==> config.mk <==
export PLATFORM = sky130hd
export DESIGN_NAME = second_counter
export DESIGN_NICKNAME = d
export VERILOG_FILES = /design/src/rtl/watch_pkg.sv /design/src/rtl/tick_prescaler.sv /design/src/rtl/second_counter.sv
export SDC_FILE = /design/constraint.sdc
export NUM_CORES = 1
export LEC_CHECK = 0
export CORE_ASPECT_RATIO = 1.1
export CORE_MARGIN = 3
export CORE_UTILIZATION = 33
export DETAILED_ROUTE_END_ITERATION = 8
export PLACE_DENSITY = 0.55
export SLEW_MARGIN = 20
export SYNTH_ARGS = -nofsm -noshare
export SYNTH_HDL_FRONTEND = slang
export SYNTH_SLANG_ARGS = --single-unit
export TNS_END_PERCENT = 100
==> constraint.sdc <==
create_clock -name clk -period 3.4 [get_ports clk]
set_input_delay 0.51 -clock clk [delete_from_list [all_inputs] [get_ports clk]]
set_output_delay 0.51 -clock clk [all_outputs]
set_load 0.1 [all_outputs]
==> src/rtl/watch_pkg.sv <==
// Shared definitions for the digital watch time stages (seconds, minutes, hours).
package watch_pkg;

  localparam int unsigned TIME_W = 6;
  localparam logic [TIME_W-1:0] SEC_MAX = 6'd59;

  typedef enum logic [1:0] {
    RUN    = 2'd0,
    SET    = 2'd1,
    RESYNC = 2'd2
  } watch_state_e;

  // Modulo-60 increment shared by the seconds and minutes fields.
  function automatic logic [TIME_W-1:0] time_inc(input logic [TIME_W-1:0] value);
    return (value == SEC_MAX) ? '0 : value + TIME_W'(1);
  endfunction

endpackage

==> src/rtl/tick_prescaler.sv <==
// Clock divider producing a one-cycle tick every TICK_DIV enabled cycles.
module tick_prescaler #(
  parameter int unsigned TICK_DIV = 100_000_000
) (
  input  logic clk,
  input  logic rst,
  input  logic enable,
  input  logic clear,
  output logic tick
);

  localparam int unsigned CNT_W = $clog2(TICK_DIV);
  localparam logic [CNT_W-1:0] LAST = CNT_W'(TICK_DIV - 1);

  logic [CNT_W-1:0] div_cnt;

  // NOTE: sequential state uses non-blocking assignments so every flop samples pre-edge values.
  always_ff @(posedge clk) begin
    if (rst || clear) begin
      div_cnt <= '0;
    end else if (enable) begin
      div_cnt <= (div_cnt == LAST) ? '0 : div_cnt + CNT_W'(1);
    end
  end

  assign tick = enable && !clear && (div_cnt == LAST);

endmodule

==> src/rtl/second_counter.sv <==
// Seconds stage of the watch: 1 Hz run-mode counting plus one-step-per-press manual setting.
module second_counter
  import watch_pkg::*;
#(
  parameter int unsigned TICK_DIV = 100_000_000
) (
  input  logic              clk,
  input  logic              rst,
  input  logic              mode,
  input  logic              change_second,
  input  logic              valid_response,
  output logic [TIME_W-1:0] second,
  output logic              sec_tick,
  output logic              min_carry
);

  watch_state_e state, state_nxt;

  logic press;
  logic press_q;
  logic press_rise;
  logic run_enable;
  logic run_tick;

  assign press      = mode & change_second & valid_response;
  assign press_rise = press & ~press_q;

  // A rising mode pre-empts a pending run-mode tick, so the timebase is gated by ~mode too.
  assign run_enable = (state == RUN) && !mode;

  tick_prescaler #(
    .TICK_DIV (TICK_DIV)
  ) u_prescaler (
    .clk    (clk),
    .rst    (rst),
    .enable (run_enable),
    .clear  (!run_enable),
    .tick   (run_tick)
  );

  always_ff @(posedge clk) begin
    if (rst) begin
      state <= RUN;
    end else begin
      state <= state_nxt;
    end
  end

  // NOTE: next-state is defaulted before the case so no path leaves it unassigned (no latch).
  always_comb begin
    state_nxt = state;
    unique case (state)
      RUN:     if (mode)  state_nxt = SET;
      SET:     if (!mode) state_nxt = RESYNC;
      RESYNC:  state_nxt = RUN;
      default: state_nxt = RUN;
    endcase
  end

  // NOTE: synchronous reset here must dominate both the press edge and the prescaler tick.
  always_ff @(posedge clk) begin
    if (rst) begin
      second    <= '0;
      sec_tick  <= 1'b0;
      min_carry <= 1'b0;
      press_q   <= 1'b0;
    end else begin
      press_q   <= press;
      sec_tick  <= 1'b0;
      min_carry <= 1'b0;
      if (run_tick) begin
        second    <= time_inc(second);
        sec_tick  <= 1'b1;
        min_carry <= (second == SEC_MAX);
      end else if (press_rise) begin
        // Manual steps never raise strobes; press already implies mode, so it is honoured in any state.
        second <= time_inc(second);
      end
    end
  end

endmodule

==> out/metrics.csv <==
metric;value;unit
hpwl;2.57;mm
cts.repair.resized;0;
p_comb_frac;0.041;
hold_path.class;reg -> reg;
synth_top_area_share;0.428;
cts_max_level;2;
drt_iter0_markers;47;
slew_headroom;0.357;
fin_skew;0.00162;ns
grt_max_degree;27;
synth_fp_nets;215;
p_sw_frac;0.218;
drt-pass1-iter-count;4;
fin_area;0.00203;mm2
fmax;0.409;GHz
portBuffers;12;
r2r_start;u_prescaler.div_cnt[9];
n_fill_cell;529;
p_sw;167;uW
cts_tree;done;
min_to;u_prescaler.div_cnt[0];
rows;27;
netlist_area;0.00178;mm2
vdd_drop_max;0.000146;V
post_dp_cell_area;0.00196;mm2
fin_setup_tns;0;ns
cp-end-kind;flip-flop;
mostFrequentLayoutCells;nor2_1, dfxtp_1, xnor2_1;
nets;230;
drive_gt1_frac;0.0583;
yosys_warnings;0;
path_clk_slew;0.07;ns
synthCells;208;
cts.sinks;38;
gr-total-overflow;0;
multi_input_area;961;um2
post_drt_wl_per_cell;12.0;um
worstSetupPathType;reg -> reg;
rsz0062_at_grt;false;
worst_slew_pin_slew;0.962;ns
hold_buffers;0;
grt_pass1_wl;6.24;mm
ys_seq_area_frac;0.428;
cts_setup_buffers;0;
final_common_cell;nor2_1;
clk_latency;0.28;ns
die_w;76.0;um
grt_usage;0.121;
die_h;83.0;um
antenna_found_initial;0;
internal_power;600;uW
die-area;0.00631;mm2
slew_violations;0;
vias_per_cell;4.87;
synth_ff_type;dfxtp_1;
min_period;2.45;ns
ff_latch_area;761;um2
synth_area_leaders;dfxtp_1, xnor2_1, nor2_1;
vias;1438;
ff2ff_setup_slack;0.95;ns
p_clk_frac;0.372;
diodes;0;
r2r_cells;5;
clockRootBuffer;clkbuf_8;
cp-start-kind;flip-flop;
synth.distinct_cells;39;
crit_required;3.58;ns
final.period_utilization;0.719;
yosys_register_bits;38;
postRouteAntennaNets;0;
worst_ep_arrival_time;2.63;ns
synth_edf_count;0;
cp_max_fo;26;
synth_largest_area_cell;dfxtp_1;
drc_errors;0;
sequentialPowerShare;0.587;
cap_violations;0;
routed_wl;3.54;mm
hold_depth;1;
synth_area_per_cell;8.55;um2
powerDensity;377;mW/mm2
hold_viol_final;0;
outcome;complete, no violations;
leakage;0.628;nW
r2r-end;u_prescaler.div_cnt[26];
async_flop_share;0;
start_util;0.349;
area_growth;14.4;%
routabilityCongestion;0.804;
setup_viol;0;
ioPinCount;13;
hp-start;u_prescaler.div_cnt[0];
coreArea;0.00510;mm2
grt_pass1_vias;1375;
numCtsBuffers;5;
clockBufferDepth;2;
## worst max-delay path, cell delays in order, from the launching register on
cell	delay, ns
dfxtp_1	0.37
or4_1	0.51
or4_4	0.45
or2_4	0.30
o21bai_4	0.48
o21ba_2	0.24
## routing by layer
layer,share of wire,wire (um),global-route usage
met5,0,0,0
met4,0.018,65,0.0544
met3,0.034,120,0.0260
met2,0.47,1660,0.203
met1,0.48,1690,0.148
## cell usage after synthesis, types with 2 or more instances
| cell | number |
|---|---|
| nand2_1 | 18 |
| nor3_2 | 2 |
| nand3b_1 | 2 |
| and2_1 | 3 |
| nor4_1 | 4 |
| o22ai_1 | 2 |
| inv_1 | 7 |
| buf_6 | 2 |
| dfxtp_1 | 38 |
| ha_1 | 2 |
| xnor2_1 | 20 |
| clkbuf_1 | 2 |
| nor3_1 | 11 |
| o21ai_0 | 2 |
| nor3b_1 | 2 |
| and3_1 | 4 |
| and4_1 | 3 |
| nor2_1 | 40 |
| nor4b_1 | 2 |
| a21oi_1 | 4 |
| nand3_1 | 14 |
| nand4_1 | 4 |
| xor2_1 | 4 |
## how the worst max path moves through the flow
stage | end | startpoint | cells after the start
after global placement | u_prescaler.div_cnt[26] | mode | 6
after global routing | u_prescaler.div_cnt[26] | mode | 6
after floorplan | second[5] | second[0] | 6
after detailed placement | u_prescaler.div_cnt[26] | mode | 6
final | u_prescaler.div_cnt[26] | u_prescaler.div_cnt[9] | 5
after CTS | u_prescaler.div_cnt[26] | u_prescaler.div_cnt[9] | 5
## stage by stage
step | std cells | setup WS, ns | total power, mW | hold slack (ns) | utilization
final | 295 | 0.954 | 0.768 | 0.440 | 0.399
after global routing | 295 | 0.798 | 0.804 | 0.480 | 0.399
after CTS | 295 | 0.907 | 0.787 | 0.451 | 0.399
after detailed placement | 288 | 0.670 | 0.493 | 0.440 | 0.384
after global placement | 288 | 0.760 | 0.493 | 0.430 | 0.384
after floorplan | 208 | 1.30 | 0.484 | 0.411 | -
## layout make-up
| type | count | area share |
|---|---|---|
| Tap cell | 72 | 0.0443 |
| Inverter | 7 | 0.0129 |
| Clock buffer | 7 | 0.0375 |
| Sequential cell | 38 | 0.374 |
| Multi-Input combinational cell | 159 | 0.472 |
| Timing Repair Buffer | 12 | 0.0590 |
## logic make-up after synthesis
family          count (synthesis)  synth area share
simple gates                  117             0.335
mux                             1           0.00563
compound gates                 15            0.0676
buf+inv                        11            0.0317
fa+ha+maj                       2            0.0141
flops                          38             0.428
xor+xnor                       24             0.118
## power by group through the flow
| stage | Clock (mW) | Sequential [mW] | Combinational, mW |
|---|---|---|---|
| final | 0.285 | 0.450 | 0.0317 |
| after global routing | 0.319 | 0.450 | 0.0348 |
| after CTS | 0.304 | 0.450 | 0.0323 |
| after detailed placement | 0 | 0.461 | 0.0322 |
| after global placement | 0 | 0.461 | 0.0322 |
| after floorplan | 0 | 0.466 | 0.0180 |
## sequential cells by signal, indices dropped and copies added, names as in the netlist
register / cells
sec_tick: 1
state: 2
press_q: 1
second: 6
min_carry: 1
u_prescaler.div_cnt: 27
Power figures use the tool's default switching activity.
